$ cat config.mk
export PLATFORM = sky130hd
export DESIGN_NAME = ysyx_24100013_ifu
export DESIGN_NICKNAME = d
export VERILOG_FILES = /design/src/rtl/ysyx_24100013_ifu.sv
export SDC_FILE = /design/constraint.sdc
export NUM_CORES = 1
export LEC_CHECK = 0
export BUFFER_PORTS_ARGS = -buffer_cell sky130_fd_sc_hd__buf_4
export CAP_MARGIN = 20
export CELL_PAD_IN_SITES_DETAIL_PLACEMENT = 2
export CELL_PAD_IN_SITES_GLOBAL_PLACEMENT = 2
export CORE_ASPECT_RATIO = 0.8
export CORE_MARGIN = 5
export CORE_UTILIZATION = 27
export CTS_CLUSTER_DIAMETER = 50
export DETAILED_ROUTE_END_ITERATION = 7
export PLACE_DENSITY_LB_ADDON = 0.1
export SYNTH_ARGS = -nofsm -noshare
export SYNTH_HDL_FRONTEND = slang
export SYNTH_SLANG_ARGS = --single-unit
$ cat constraint.sdc
create_clock -name clk -period 2.2 [get_ports clk]
set_input_delay 0.11 -clock clk [delete_from_list [all_inputs] [get_ports clk]]
set_output_delay 0.11 -clock clk [all_outputs]
set_load 0.01 [all_outputs]
$ cat src/rtl/ysyx_24100013_ifu.sv
// Instruction fetch unit: owns the PC, keeps one word request to instruction
// memory in flight at a time, buffers each returned word and delivers it to
// decode over a valid/ready handshake. Fetch stops permanently after an
// ebreak or a faulting fetch has been handed to decode.
`timescale 1ns/1ps
module ysyx_24100013_ifu #(
    parameter logic [31:0] RESET_PC = 32'h8000_0000
) (
    input  logic        clk,
    input  logic        rst,
    output logic        imem_req_valid,
    input  logic        imem_req_ready,
    output logic [31:0] imem_req_addr,
    input  logic        imem_rsp_valid,
    input  logic [31:0] imem_rsp_data,
    input  logic        imem_rsp_err,
    output logic        inst_valid,
    input  logic        inst_ready,
    output logic [31:0] inst,
    output logic [31:0] inst_pc,
    output logic        inst_fault,
    input  logic        redirect_valid,
    input  logic [31:0] redirect_pc,
    output logic        halted
);

    localparam logic [1:0]  ST_REQ  = 2'd0;
    localparam logic [1:0]  ST_WAIT = 2'd1;
    localparam logic [1:0]  ST_OUT  = 2'd2;
    localparam logic [1:0]  ST_HALT = 2'd3;
    localparam logic [31:0] EBREAK  = 32'h0010_0073;

    // True when handing this word to decode must end fetching for good.
    function automatic logic stops_fetch(input logic [31:0] word, input logic fault);
        return (word == EBREAK) || fault;
    endfunction

    logic [1:0]  state_r;
    logic [1:0]  state_nxt_s;
    logic [31:0] pc_r;
    logic [31:0] pc_nxt_s;
    logic        drop_r;
    logic        drop_nxt_s;
    logic [31:0] inst_r;
    logic [31:0] inst_nxt_s;
    logic [31:0] inst_pc_r;
    logic [31:0] inst_pc_nxt_s;
    logic        inst_fault_r;
    logic        inst_fault_nxt_s;
    logic [31:0] target_s;
    logic        redirect_lsb_unused_s;

    // Redirect targets are always word aligned; the low bits are dropped.
    assign target_s              = {redirect_pc[31:2], 2'b00};
    assign redirect_lsb_unused_s = ^redirect_pc[1:0];

    // Next-state and datapath update for the fetch FSM.
    always_comb begin
        state_nxt_s      = state_r;
        pc_nxt_s         = pc_r;
        drop_nxt_s       = drop_r;
        inst_nxt_s       = inst_r;
        inst_pc_nxt_s    = inst_pc_r;
        inst_fault_nxt_s = inst_fault_r;
        case (state_r)
            ST_REQ: begin
                if (redirect_valid) begin
                    // Request is withheld this cycle so the new PC is fetched instead.
                    pc_nxt_s    = target_s;
                    state_nxt_s = ST_REQ;
                end else if (imem_req_ready) begin
                    state_nxt_s = ST_WAIT;
                end else begin
                    state_nxt_s = ST_REQ;
                end
            end
            ST_WAIT: begin
                if (redirect_valid) begin
                    pc_nxt_s = target_s;
                end else begin
                    pc_nxt_s = pc_r;
                end
                if (imem_rsp_valid) begin
                    drop_nxt_s = 1'b0;
                    if (drop_r || redirect_valid) begin
                        // Response belongs to a path that was redirected away.
                        state_nxt_s = ST_REQ;
                    end else begin
                        inst_nxt_s       = imem_rsp_data;
                        inst_pc_nxt_s    = pc_r;
                        inst_fault_nxt_s = imem_rsp_err;
                        state_nxt_s      = ST_OUT;
                    end
                end else if (redirect_valid) begin
                    // Remember to discard the response that is still on its way.
                    drop_nxt_s = 1'b1;
                end else begin
                    drop_nxt_s = drop_r;
                end
            end
            ST_OUT: begin
                if (inst_ready) begin
                    if (stops_fetch(inst_r, inst_fault_r)) begin
                        state_nxt_s = ST_HALT;
                    end else if (redirect_valid) begin
                        pc_nxt_s    = target_s;
                        state_nxt_s = ST_REQ;
                    end else begin
                        pc_nxt_s    = pc_r + 32'd4;
                        state_nxt_s = ST_REQ;
                    end
                end else if (redirect_valid) begin
                    // Buffered word is on the wrong path; abandon it.
                    pc_nxt_s    = target_s;
                    state_nxt_s = ST_REQ;
                end else begin
                    state_nxt_s = ST_OUT;
                end
            end
            ST_HALT: begin
                state_nxt_s = ST_HALT;
            end
            default: begin
                state_nxt_s = ST_REQ;
            end
        endcase
    end

    // State, PC, drop flag and output buffer registers with synchronous reset.
    always_ff @(posedge clk) begin
        if (rst) begin
            state_r      <= ST_REQ;
            pc_r         <= RESET_PC;
            drop_r       <= 1'b0;
            inst_r       <= 32'd0;
            inst_pc_r    <= 32'd0;
            inst_fault_r <= 1'b0;
        end else begin
            state_r      <= state_nxt_s;
            pc_r         <= pc_nxt_s;
            drop_r       <= drop_nxt_s;
            inst_r       <= inst_nxt_s;
            inst_pc_r    <= inst_pc_nxt_s;
            inst_fault_r <= inst_fault_nxt_s;
        end
    end

    // The request is masked while rst is high so nothing escapes during reset.
    assign imem_req_valid = (state_r == ST_REQ) && !redirect_valid && !rst;
    assign imem_req_addr  = pc_r;
    assign inst_valid     = (state_r == ST_OUT);
    assign inst           = inst_r;
    assign inst_pc        = inst_pc_r;
    assign inst_fault     = inst_fault_r;
    assign halted         = (state_r == ST_HALT);

endmodule

======== After elaboration in Yosys (flattened, before gate mapping) ========
Cells that the tools add are included.
cells by class
  add/subtract/negate cells ............... 1
  multiply operators ...................... 0
  divide/modulo/power cells ............... 0
  magnitude comparators ................... 0
  equality and inequality tests ........... 6
  shift-type cells ........................ 0
  mux-type cells .......................... 15
  bitwise operators ....................... 1
  reduce and logical (&&, ||, !) cells .... 13
operators by type and width
  cell                                             count
  two-way mux 32 bit                               4
  case mux 32 bit (2 select lines)                 1
  adder 32 x 3 -> 32 bit, second input constant    1
  == test 32 x 21 -> 1 bit, second input constant  1
  two-way mux 2 bit                                5
  case mux 2 bit (4 select lines)                  1
  == test 2 bit, second input constant             2
  two-way mux 1 bit                                4
  AND reduction 2 bit                              2
  nonzero test 2 bit                               2
  inequality test 3 bit, second input constant     1
  AND reduction 3 bit                              1
  == test 2 x 1 -> 1 bit, second input constant    1
  logical AND 1 bit                                2
  zero test 1 bit                                  2
  zero test 2 bit                                  1
  logical OR 1 bit                                 2
  inequality test 2 bit, second input constant     1
  OR reduction 2 bit                               1
  inverter 1 bit                                   1
storage, ports and cells
  register bits ........................... 100
  latch bits .............................. 0
  memory bits (writable) .................. 0
  ROM bits ................................ 0
  input bits .............................. 71
  output and inout bits ................... 100
  memories ................................ 0

======== Depth between registers and ports, before layout ========
Gate-level depths: netlist of run 1.
  depth in word-level cells ............... 5
  depth in mapped cells ................... 8
  mapped depth without buffers ............ 6

======== Worst setup path after synthesis of run 1 ========
OpenSTA, ideal clock, no wires.
  path kind ............................... register to register
  start point ............................. register inst_r[7] (netlist: inst[7])
  end point ............................... register pc_r[27] (netlist: imem_req_addr[27])
  setup time .............................. 0.117 ns
  arrival time ............................ 1.853 ns
  data required time ...................... 2.083 ns
  setup slack ............................. 0.230 ns
  stages on the path, launching flop included .. 8
  path buffers ............................ 2
  cell sequence ........................... dfxtp_1 or4_4 nor4_4 and3_1 buf_4 nor2_2 buf_6 a32o_1
between the ends
  longest elaborated chain between the ends .. 4
ends and longest elaborated chain
  element                          line  RTL
  start, declared                  44    logic [31:0] inst_r;
  start signal, assigned           142   inst_r <= inst_nxt_s;
  == test 32 x 21 -> 1 bit         35    return (word == EBREAK) || fault;
  logical OR 1 bit                 35
  inequality test 3 bit (no line)  -
  AND reduction 2 bit (no line)    -
  end signal, assigned             140   pc_r <= pc_nxt_s;
  end, declared                    40    logic [31:0] pc_r;
No other way between the ends.
A chain may end at the register's enable or synchronous reset.

======== Worst setup path after layout of run 1 ========
  start point ............................. register inst_r[10] (netlist: inst[10])
  end point ............................... register pc_r[9] (netlist: imem_req_addr[9])
The elaborated chain is that of the path after synthesis.

==> results of run 1 <==
## metrics by stage
step	setup slack, ns	total power, mW	hold WS (ns)
floorplan	0.230	2.16	0.246
global placement	0.125	2.44	0.357
detailed placement	0.0283	2.46	0.367
CTS	0.00622	4.06	0.000526
global route	0.00117	4.18	0.00877
finish	0.117	4.01	0.0123
## synth_stat cells (5+ instances only)
library cell and n:
a21oi_1 81, a221o_1 5, a221oi_1 7, a31oi_1 9
a32o_1 5, clkbuf_1 40, dfxtp_1 100, inv_1 6
nand2_1 162, nand3_1 13, nand4_1 9, nor2_1 20
nor3_1 8, nor4_1 12, o21ai_0 6, o311ai_0 12
o31ai_1 17
## flip-flops by register name (all words and copies together) (netlist names)
register       count
drop_r             1
imem_req_addr     32
inst              32
inst_fault         1
inst_pc           32
state_r            2
## cells by family (layout without fill, tap and decap cells)
| group | Yosys count | in the layout | synth area share, % |
|---|---|---|---|
| AOI/OAI and AO/OA | 177 | 177 | 25.1 |
| buffers and inverters | 58 | 262 | 5.28 |
| and+or+nand+nor | 266 | 266 | 27.2 |
| DFF | 100 | 100 | 41.8 |
| muxes | 2 | 2 | 0.418 |
| adders and majority gates | 1 | 1 | 0.261 |
## per-layer routing
layer  share of wire [%]  global-route usage [%]  vias to the layer above
met5                   0                       0                        -
met4                 1.2                    5.22                        0
met3                 5.3                    5.85                       18
met2                  48                    32.9                      113
met1                  45                    25.4                     2794
li1                    -                       -                     2596
## power by group
group / leakage, nW / switching, mW / internal (mW) / total [mW]
Sequential: 0.813 / 0.0560 / 1.86 / 1.91
Combinational: 1.84 / 0.265 / 0.270 / 0.535
Clock: 0.135 / 0.734 / 0.827 / 1.56
## final cells by class
class / instances / area (um^2)
fill: 1975 / 10300
multi-input combinational: 446 / 2560
sequential: 100 / 2000
timing repair buffer: 241 / 1910
tap: 225 / 282
clock buffer: 12 / 256
inverter: 6 / 22.5
clock inverter: 3 / 21.3
## worst max path at each step
| stage | to | slack (ns) | depth (start not counted) |
|---|---|---|---|
| after global placement | imem_req_addr[8] | 0.13 | 6 |
| final | imem_req_addr[9] | 0.12 | 6 |
| after floorplan | imem_req_addr[27] | 0.23 | 7 |
| after global routing | imem_req_addr[9] | 0.001 | 6 |
| after detailed placement | imem_req_addr[19] | 0.03 | 5 |
| after CTS | imem_req_addr[19] | 0.006 | 5 |
## critical path, delay by kind of cell (launching register included)
kind | cells | cell delay (ns)
AND/OR/NAND/NOR | 2 | 0.90
buffers and inverters | 1 | 0.15
flip-flops | 1 | 0.32
AO/OA/AOI/OAI | 3 | 0.58
## what timing repair did
item	CTS	global route
hold buffers	22	0
gates resized for setup	0	8
endpoints found under the setup margin	0	11
endpoints found under the hold margin	22	0
buffers inserted	0	1
==> results.sh, run 1 <==
export IMPL_drc=0
export IMPL_design_area_um2=7060
export IMPL_synth_avg_cell_area_um2=7.93
export IMPL_hpwl_um=15000
export IMPL_synth_seq_cells=100
export IMPL_drt_iter0_drc=244
export IMPL_hold_path_depth=3
export IMPL_yosys_top_cells_area="dfxtp_1 (42%), nand2_1 (13%), a21oi_1 (8.5%)"
export IMPL_hold_viol=0
export IMPL_status="completed"
export IMPL_synthToLayoutAreaGrowth_pct=47.4
export IMPL_startpoint_type="flop"
export IMPL_power_density_nw_per_um2=568
export IMPL_io_pins=171
export IMPL_firstDrtPassIters=4
export IMPL_cts_buffer_depth=2
export IMPL_fin_nets=876
export IMPL_post_route_period_util_pct=94.7
export IMPL_cts_made_buffers=9
export IMPL_cts_root_buf="clkbuf_16"
export IMPL_cts_htree_levels=3
export IMPL_worstHoldStart="imem_rsp_data[0]"
export IMPL_yosys_warnings=0
export IMPL_ir_drop_mv=0.395
export IMPL_synth_nets=676
export IMPL_cp_max_fo=11
export IMPL_drive_gt1_share_pct=31.8
export IMPL_ant_nets=0
export IMPL_criticalPathCategory="reg -> reg"
export IMPL_via_per_inst=5.34
export IMPL_async_reset_ff_share_pct=0
export IMPL_setup_tns_final_ns=0
export IMPL_port_buffers=168
export IMPL_slowest_delay_ns=0.55
export IMPL_wl_per_cell_um=20.2
export IMPL_mostFrequentLayoutCell="buf_4"
export IMPL_synth_top_area_share_pct=41.8
export IMPL_routed_wl_um=20900
export IMPL_clock_latency_ns=0.36
export IMPL_grt_remaining_overflow=0
export IMPL_instances_no_fill=1033
export IMPL_start_util_pct=27.6
export IMPL_syn_area_um2=4790
export IMPL_dominantRegCellSynth="dfxtp_1"
export IMPL_p_leak_nw=2.79
export IMPL_slew_headroom_pct=40.6
export IMPL_synth_edf_count=0
export IMPL_cp_data_required_time_ns=2.45
export IMPL_reg2regPathDepth=6
export IMPL_setup_viol=0
export IMPL_mostFrequentLayoutCells="buf_4 (215), nand2_1 (161), dfxtp_1 (99), a21oi_1 (81), dlygate4sd3_1 (22)"
export IMPL_grt_max_degree=54
export IMPL_rr_startpoint="inst[10]"
export IMPL_fin_crit_ns=2.08
export IMPL_gp_congestion=0.810
export IMPL_dp_cells=995
export IMPL_hold_class="in -> reg"
export IMPL_path_clk_slew_ns=0.07
export IMPL_post_dp_cell_area_um2=6520
export IMPL_grt_pass1_wl_um=33100
export IMPL_worstPathCellList="or4_4 > nor4_4 > a21o_1 > buf_12 > a221oi_1 > o221a_2"
export IMPL_antenna_found_initial=0
export IMPL_slew_viol_final=0
export IMPL_final_util_pct=40.6
export IMPL_worstSetupStartpoint="inst[10]"
export IMPL_yosysUniqueCellTypes=63
export IMPL_synth_cells=604
export IMPL_rsz0062_at_grt="false"
export IMPL_die_y_um=129
export IMPL_grt_use_total_pct=19.8
export IMPL_vias=5521
export IMPL_grt_pass1_vias=6004
export IMPL_cap_viol_max_count=0
export IMPL_num_rows=43
export IMPL_cp_slowest_cell="or4_4"
export IMPL_rrSetupSlack_ns=0.12
export IMPL_tritoncts="done"
export IMPL_worstMarginPinSlew_ns=0.890
export IMPL_synth_top_cell_by_area="dfxtp_1"
export IMPL_skew_ns=0.0102
export IMPL_fmax_mhz=480
export IMPL_cts_sinks=100
export IMPL_diodes=0
export IMPL_cp_arrival_ns=2.33
export IMPL_critPathCaptureType="flop"
export IMPL_hold_path_end="inst[0]"
export IMPL_core_area_um2=17400
export IMPL_die_area_um2=20500
export IMPL_ys_seq_area_share_pct=41.8
export IMPL_worstReg2RegEnd="imem_req_addr[9]"
export IMPL_die_w_um=159
No activity file was read; power rests on OpenSTA's default activity.
==> run 2, diff against run 1 <==
Settings changed: BUFFER_PORTS_ARGS -buffer_cell sky130_fd_sc_hd__buf_4 to not set, CORE_UTILIZATION 27 to 35, DONT_BUFFER_PORTS set to 1.
==> run 2 against run 1 <==
Against the previous run: clock power is 28% higher; clock skew decreased by 0.0027 ns; total power is 7.0% higher; critical path depth is 1 lower; routed wire length is 5.1% lower; final cell count fell by 18%.
==> results.sh, run 2 (synthesis results as in run 1) <==
export IMPL_status="completed"
export IMPL_grt_max_degree=96
export IMPL_cts_buffer_depth=2
export IMPL_drt_iter0_drc=253
export IMPL_hold_path_end="state_r[1]"
export IMPL_cp_data_required_time_ns=2.42
export IMPL_grt_pass1_vias=5408
export IMPL_ir_drop_mv=0.445
export IMPL_fmax_mhz=478
export IMPL_fin_crit_ns=2.09
export IMPL_hold_class="in -> reg"
export IMPL_cap_viol_max_count=0
export IMPL_power_density_nw_per_um2=703
export IMPL_setup_viol=0
export IMPL_synthToLayoutAreaGrowth_pct=27.6
export IMPL_path_clk_slew_ns=0.07
export IMPL_cts_htree_levels=3
export IMPL_cts_root_buf="clkbuf_16"
export IMPL_die_area_um2=16100
export IMPL_grt_use_total_pct=24.2
export IMPL_port_buffers=0
export IMPL_vias=5000
export IMPL_firstDrtPassIters=4
export IMPL_tritoncts="done"
export IMPL_rr_startpoint="inst[7]"
export IMPL_cts_sinks=100
export IMPL_worstMarginPinSlew_ns=0.879
export IMPL_hold_path_depth=2
export IMPL_hpwl_um=13000
export IMPL_slew_headroom_pct=41.3
export IMPL_setup_tns_final_ns=0
export IMPL_routed_wl_um=19800
export IMPL_power_total_mw=4.29
export IMPL_die_w_um=141
export IMPL_ant_nets=0
export IMPL_cts_made_buffers=9
export IMPL_whs_ns=0.0116
export IMPL_p_leak_nw=2.10
export IMPL_cp_arrival_ns=2.32
export IMPL_die_y_um=115
export IMPL_io_pins=171
export IMPL_mostFrequentLayoutCell="nand2_1"
export IMPL_critPathCaptureType="flop"
export IMPL_slew_viol_final=0
export IMPL_mostFrequentLayoutCells="nand2_1 (161), dfxtp_1 (99), a21oi_1 (81), buf_4 (58), dlygate4sd3_1 (41)"
export IMPL_worstReg2RegEnd="imem_req_addr[19]"
export IMPL_core_area_um2=13500
export IMPL_start_util_pct=35.5
export IMPL_startpoint_type="flop"
export IMPL_skew_ns=0.00743
export IMPL_drive_gt1_share_pct=15.2
export IMPL_grt_pass1_wl_um=30900
export IMPL_gp_congestion=0.803
export IMPL_post_route_period_util_pct=95.1
export IMPL_grt_remaining_overflow=0
export IMPL_reg2regPathDepth=5
export IMPL_fin_nets=738
export IMPL_cp_max_fo=6
export IMPL_drc=0
export IMPL_rrSetupSlack_ns=0.11
export IMPL_via_per_inst=5.88
export IMPL_antenna_found_initial=0
export IMPL_num_rows=38
export IMPL_wl_per_cell_um=23.3
export IMPL_hold_viol=0
export IMPL_criticalPathCategory="reg -> reg"
export IMPL_diodes=0
export IMPL_worstHoldStart="imem_rsp_valid"
export IMPL_clock_latency_ns=0.35
## run 2: routing by layer
layer  track usage, %  part of all wire, %  up-vias
li1                 -                    -     2324
met1             29.9                   43     2511
met2             41.7                   48      149
met3             7.39                  7.9       16
met4             5.42                  1.2        0
met5                0                    0        -
## run 2: where the power goes
group	internal, mW	switching [mW]	leakage [nW]
clock	1.26	0.737	0.175
sequential	1.86	0.0640	0.813
combinational	0.171	0.205	1.12
total	3.29	1.01	2.10
## run 2: through the flow
step	instances	setup slack, ns	util [%]	instance area (um^2)
6_report	851	0.107	45.2	6110
5_1_grt	851	-0.00484	45.2	6110
4_1_cts	851	0.00156	45.1	6090
3_5_place_dp	793	0.0228	39.1	5280
3_3_place_gp	793	0.0516	39.1	5280
2_1_floorplan	604	0.230	-	4790
## run 2: worst max path at each step
stage	startpoint	depth (start not counted)	slack [ns]	end
2_1_floorplan	inst[7]	7	0.23	imem_req_addr[27]
3_3_place_gp	imem_req_addr[3]	7	0.05	imem_req_addr[28]
3_5_place_dp	imem_req_addr[3]	7	0.02	imem_req_addr[28]
4_1_cts	imem_req_addr[3]	7	0.002	imem_req_addr[28]
5_1_grt	imem_req_addr[3]	7	-0.005	imem_req_addr[28]
6_report	inst[7]	5	0.11	imem_req_addr[19]
## run 2: final cells by class
| cell class | count | area, um^2 |
|---|---|---|
| clock inverters | 6 | 135 |
| flip-flops and latches | 100 | 2000 |
| clock buffers | 10 | 239 |
| fillers | 1505 | 7390 |
| multi-input cells | 446 | 2560 |
| well taps | 180 | 225 |
| repair buffers | 103 | 925 |
| inverters | 6 | 22.5 |
## run 2: repair_timing
action                                 in CTS  in global routing
setup endpoints to repair                   0                  7
buffers inserted                            0                  0
endpoints found under the hold margin      94                  0
resized for setup                           0                  6
hold buffers                               42                  0
## run 2: worst max-delay path, stage by stage, from the launching register on
cell and delay [ns]:
dfxtp_1 0.31, or4_4 0.54, nor4_4 0.33, a21o_2 0.27, a221oi_1 0.11, a2111oi_1 0.40
